### src/rtl/pc_fetch.sv
// pc_fetch: program-counter register and instruction-fetch sequencer for the
// single-cycle MIPS core. Holds the 30-bit word PC, runs a req/ack fetch to
// instruction memory and presents the fetched word to decode. Each retired
// instruction loads the next PC supplied by the npc unit.
//
// Optional feature: define PC_FETCH_CNT_EN to build the fetched-instruction
// counter on fetch_cnt. Without it fetch_cnt reads constant zero and no counter
// flops exist; the port list is the same in both builds.
//
// Every output comes straight from a flop, so there is no combinational path
// from any input to any output.

module pc_fetch #(
  parameter logic [29:0] RESET_PC = 30'h0000_0C00
) (
  input  logic        clk,
  input  logic        rst_n,
  input  logic [29:0] newpc,
  output logic [29:0] pcout,
  output logic        imem_req,
  output logic [29:0] imem_addr,
  input  logic        imem_ack,
  input  logic [31:0] imem_rdata,
  input  logic        stall,
  output logic [31:0] instr,
  output logic        instr_valid,
  output logic [31:0] fetch_cnt
);

  typedef enum logic [1:0] {
    ST_IDLE  = 2'd0,
    ST_FETCH = 2'd1,
    ST_EXEC  = 2'd2
  } state_e;

  state_e      r_state;
  logic [29:0] r_pc;
  logic [31:0] r_instr;
  logic        r_instr_valid;
  logic        r_imem_req;
  logic        w_capture;

  // A fetch completes on any edge where memory acknowledges while in FETCH;
  // an ack seen in IDLE or EXEC is ignored.
  assign w_capture = (r_state == ST_FETCH) && imem_ack;

  // Sequencer: the state, PC, instruction latch and request/valid flags are all
  // updated together so the outputs always agree with the state they encode.
  always_ff @(posedge clk or negedge rst_n) begin
    if (!rst_n) begin
      r_state       <= ST_IDLE;
      r_pc          <= RESET_PC;
      r_instr       <= 32'h0000_0000;
      r_instr_valid <= 1'b0;
      r_imem_req    <= 1'b0;
    end else begin
      case (r_state)
        ST_IDLE: begin
          // First edge after reset release always starts a fetch.
          r_state    <= ST_FETCH;
          r_imem_req <= 1'b1;
        end
        ST_FETCH: begin
          if (imem_ack) begin
            // Ack wins over stall here: stall only matters while executing.
            r_instr       <= imem_rdata;
            r_instr_valid <= 1'b1;
            r_imem_req    <= 1'b0;
            r_state       <= ST_EXEC;
          end else begin
            // Wait state: request held high, address (r_pc) untouched.
            r_imem_req <= 1'b1;
            r_state    <= ST_FETCH;
          end
        end
        ST_EXEC: begin
          if (!stall) begin
            // Retire: take the next PC verbatim (no arithmetic, wraps freely).
            r_pc          <= newpc;
            r_instr_valid <= 1'b0;
            r_imem_req    <= 1'b1;
            r_state       <= ST_FETCH;
          end else begin
            // Stalled: PC, instruction and valid all hold.
            r_state <= ST_EXEC;
          end
        end
        default: begin
          // Unreachable encoding: fall back to a clean idle.
          r_state       <= ST_IDLE;
          r_instr_valid <= 1'b0;
          r_imem_req    <= 1'b0;
        end
      endcase
    end
  end

`ifdef PC_FETCH_CNT_EN
  logic [31:0] r_fetch_cnt;

  // Counts completed fetches; wraps naturally at 32 bits, cleared only by reset.
  always_ff @(posedge clk or negedge rst_n) begin
    if (!rst_n) begin
      r_fetch_cnt <= 32'h0000_0000;
    end else if (w_capture) begin
      r_fetch_cnt <= r_fetch_cnt + 32'h0000_0001;
    end else begin
      r_fetch_cnt <= r_fetch_cnt;
    end
  end

  assign fetch_cnt = r_fetch_cnt;
`else
  // Counter not built: the capture strobe has no other consumer.
  logic w_capture_unused;
  assign w_capture_unused = w_capture;
  assign fetch_cnt        = 32'h0000_0000;
`endif

  assign pcout       = r_pc;
  assign imem_addr   = r_pc;
  assign imem_req    = r_imem_req;
  assign instr       = r_instr;
  assign instr_valid = r_instr_valid;

endmodule
### config.mk
export PLATFORM = sky130hd
export DESIGN_NAME = pc_fetch
export DESIGN_NICKNAME = d
export VERILOG_FILES = /design/src/rtl/pc_fetch.sv
export SDC_FILE = /design/constraint.sdc
export NUM_CORES = 1
export LEC_CHECK = 0
export ABC_AREA = 1
export CORE_ASPECT_RATIO = 0.8
export CORE_UTILIZATION = 33
export CTS_CLUSTER_SIZE = 25
export DETAILED_ROUTE_END_ITERATION = 8
export PLACE_DENSITY = 0.77
export SLEW_MARGIN = 30
export SYNTH_ARGS = -nofsm -noshare
export SYNTH_HDL_FRONTEND = slang
export SYNTH_SLANG_ARGS = --single-unit
### constraint.sdc
create_clock -name clk -period 1.2 [get_ports clk]
set_clock_uncertainty 0.2 [all_clocks]
set_input_delay 0.18 -clock clk [delete_from_list [all_inputs] [get_ports clk]]
set_output_delay 0.18 -clock clk [all_outputs]
set_load 0.01 [all_outputs]
==> qor.txt <==
Area of the core = 8670 um^2
Reg2Reg Launch Point = r_state[0]
Period minus WS final = 1.36 ns
Layout Cells excl Fill = 646
CP Capture Type = output pin
Initial Util = 0.347
Dpl hpwl = 5.60 mm
Post-Synthesis Cell Area = 3010 um^2
Mapped Cells = 348
Period Utilization, post-route = 1.14
Cell Rows = 30
Setup CP Type = reg2out
Flops & latches, synth = 66
PortBufs = 159
Area occupied by multi-input gates = 1190 um^2
Remaining antenna violation count = 0
Final setup fails = 156
Mean routed wirelength per cell = 13.8 um
Max Cap Violations = 0
Layout cells sized above 1 = 0.425
Status = complete, but fails checks
Via count = 2851
Clock network latency to the later pin of the worst-skew pair = 0.32 ns
Layout area overhead = 70.3%
Initial DRC count = 104
GRT Total Usage = 0.180
CP arrival = 0.98 ns
First-pass GRT wire length = 13.0 mm
Sink Count = 66
Hold worst-path end = instr[28]
Final Max Tran Viols = 0
Chip width = 109 um
Hold Startpoint = imem_rdata[28]
Fillers = 771
Clk buf depth = 2
Placed Area = 4520 um^2
Initial antenna violation count = 0
Largest stage delay, worst path = 0.56 ns
Hold Fails Final Rpt = 0
First-pass iteration count of the detailed router = 4
CTS tree = built
Hold slack = 0.190 ns
GR Overflow Total = 0
R2r setup slk = -0.14 ns
I/O pin count = 192
Buf/Inv on CP = 1
Synth cell types = 14
Peak supply drop = 1.16 mV
Reg2reg path depth = 5
Die area = 9520 um^2
Vias in the first global route = 2654
GPL Wtd Cong = 0.735
Max FO, Critical Path = 3
Design area = 5130 um^2
Fmax achieved = 0.733 GHz
CTS root buffer = clkbuf_16
Pwr Density = 2540 nW/um^2
Drt total wl = 8.91 mm
Die height = 87.5 um
Layout Nets = 595
Crit path cell chain = buf_6
Startpoint types = register
Vias/cell = 4.41
Synthesized area per cell = 8.66 um^2
Hold crit path type = in2reg
Top Family by Delay on Critical Path = flip-flops
Post-route DRC = 0
Pre-CTS WS = -0.337 ns
Reg2reg end = imem_addr[0]
Worst-path clk slew = 0.06 ns
Hold Path Stages = 3
Failing checks = setup timing
P_leak = 2.72 nW
Ys Warns = 0
RSZ-0062 raised after global routing = yes
Final worst slack = -0.164 ns
Critical path's slowest cell = dfstp_2
Largest net degree at the start of global routing = 35
TritonCTS Buffers = 9
Req. time, crit path = 0.82 ns
Placed Cells = 588
Register area = 1660 um^2
H-tree Lvls = 3
Post-synthesis sequential area ratio = 0.549
Total power = 13.0 mW
# diodes = 0
Yosys cell counts, drive strengths merged:
library cell,n,share of area
buf,78,0.18
conb,1,0.0012
dfrtp,64,0.53
dfstp,2,0.017
inv,3,0.0037
nand2,164,0.20
nand3,31,0.053
nand4,1,0.0021
nor2,2,0.0033
o21ai,2,0.0033
cell usage in the layout, fill, tap and decap left out, types with 12 or more instances in the layout:
master,n
nand3_1,13
clkdlybuf4s50_1,64
nand3_2,15
dfrtp_1,62
buf_4,38
nand2_2,22
buf_6,19
buf_2,81
conb_1,32
nand2_1,130
nand2_4,12
per-layer routing:
| layer | global-route usage | vias to the layer above | wire (um) | share of wire |
|---|---|---|---|---|
| li1 | - | 1346 | - | - |
| met1 | 0.227 | 1366 | 3670 | 0.41 |
| met2 | 0.299 | 133 | 4530 | 0.51 |
| met3 | 0.0464 | 6 | 645 | 0.072 |
| met4 | 0.0651 | 0 | 63 | 0.0071 |
| met5 | 0 | - | 0 | 0 |
sequential cells by signal, indices dropped and copies added, names as in the netlist:
| register | count |
|---|---|
| instr | 32 |
| imem_req | 1 |
| imem_addr | 30 |
| r_state | 2 |
| instr_valid | 1 |
cells by family after synthesis:
logic type             synth area share
other                           0.00124
AND/OR/NAND/NOR                   0.263
buffers and inverters             0.184
AO/OA/AOI/OAI                   0.00332
flip-flops                        0.549
power breakdown:
group	internal (mW)	switching, mW
Sequential	3.30	0.782
Combinational	3.38	3.24
Clock	1.44	0.914
Total	8.12	4.93
worst max path at each step:
| stage | startpoint | to | slack [ns] | depth (start not counted) |
|---|---|---|---|---|
| 5_1_grt | imem_addr[11] | pcout[11] | -0.20 | 1 |
| 6_report | imem_addr[11] | pcout[11] | -0.16 | 1 |
| 4_1_cts | imem_addr[11] | pcout[11] | -0.18 | 1 |
| 3_5_place_dp | stall | imem_addr[5] | -0.34 | 6 |
| 2_1_floorplan | r_state[0] | instr[1] | -0.02 | 5 |
| 3_3_place_gp | imem_ack | instr[9] | -0.30 | 6 |
layout make-up:
| class | instances | share of cell area |
|---|---|---|
| clock buffer | 11 | 0.0473 |
| tap | 112 | 0.0273 |
| timing repair buffer | 217 | 0.362 |
| clock inverter | 5 | 0.00585 |
| sequential | 66 | 0.323 |
| multi-input combinational | 232 | 0.232 |
| inverter | 3 | 0.00220 |
timing repair:
| action | in CTS | in global routing |
|---|---|---|
| pin swaps | 9 | 17 |
| hold buffers | 1 | 0 |
| gates cloned | 6 | 1 |
| setup endpoints to repair | 157 | 159 |
| hold endpoints to repair | 66 | 0 |
| gates resized for setup | 419 | 65 |
| setup buffers | 22 | 18 |
stage by stage:
stage          TNS [ns]  utilization
2_1_floorplan    -0.463            -
3_3_place_gp     -24.28        0.521
3_5_place_dp     -27.28        0.521
4_1_cts          -11.78        0.556
5_1_grt          -16.11        0.592
6_report         -10.09        0.592
(Power assumes the default switching activity.)
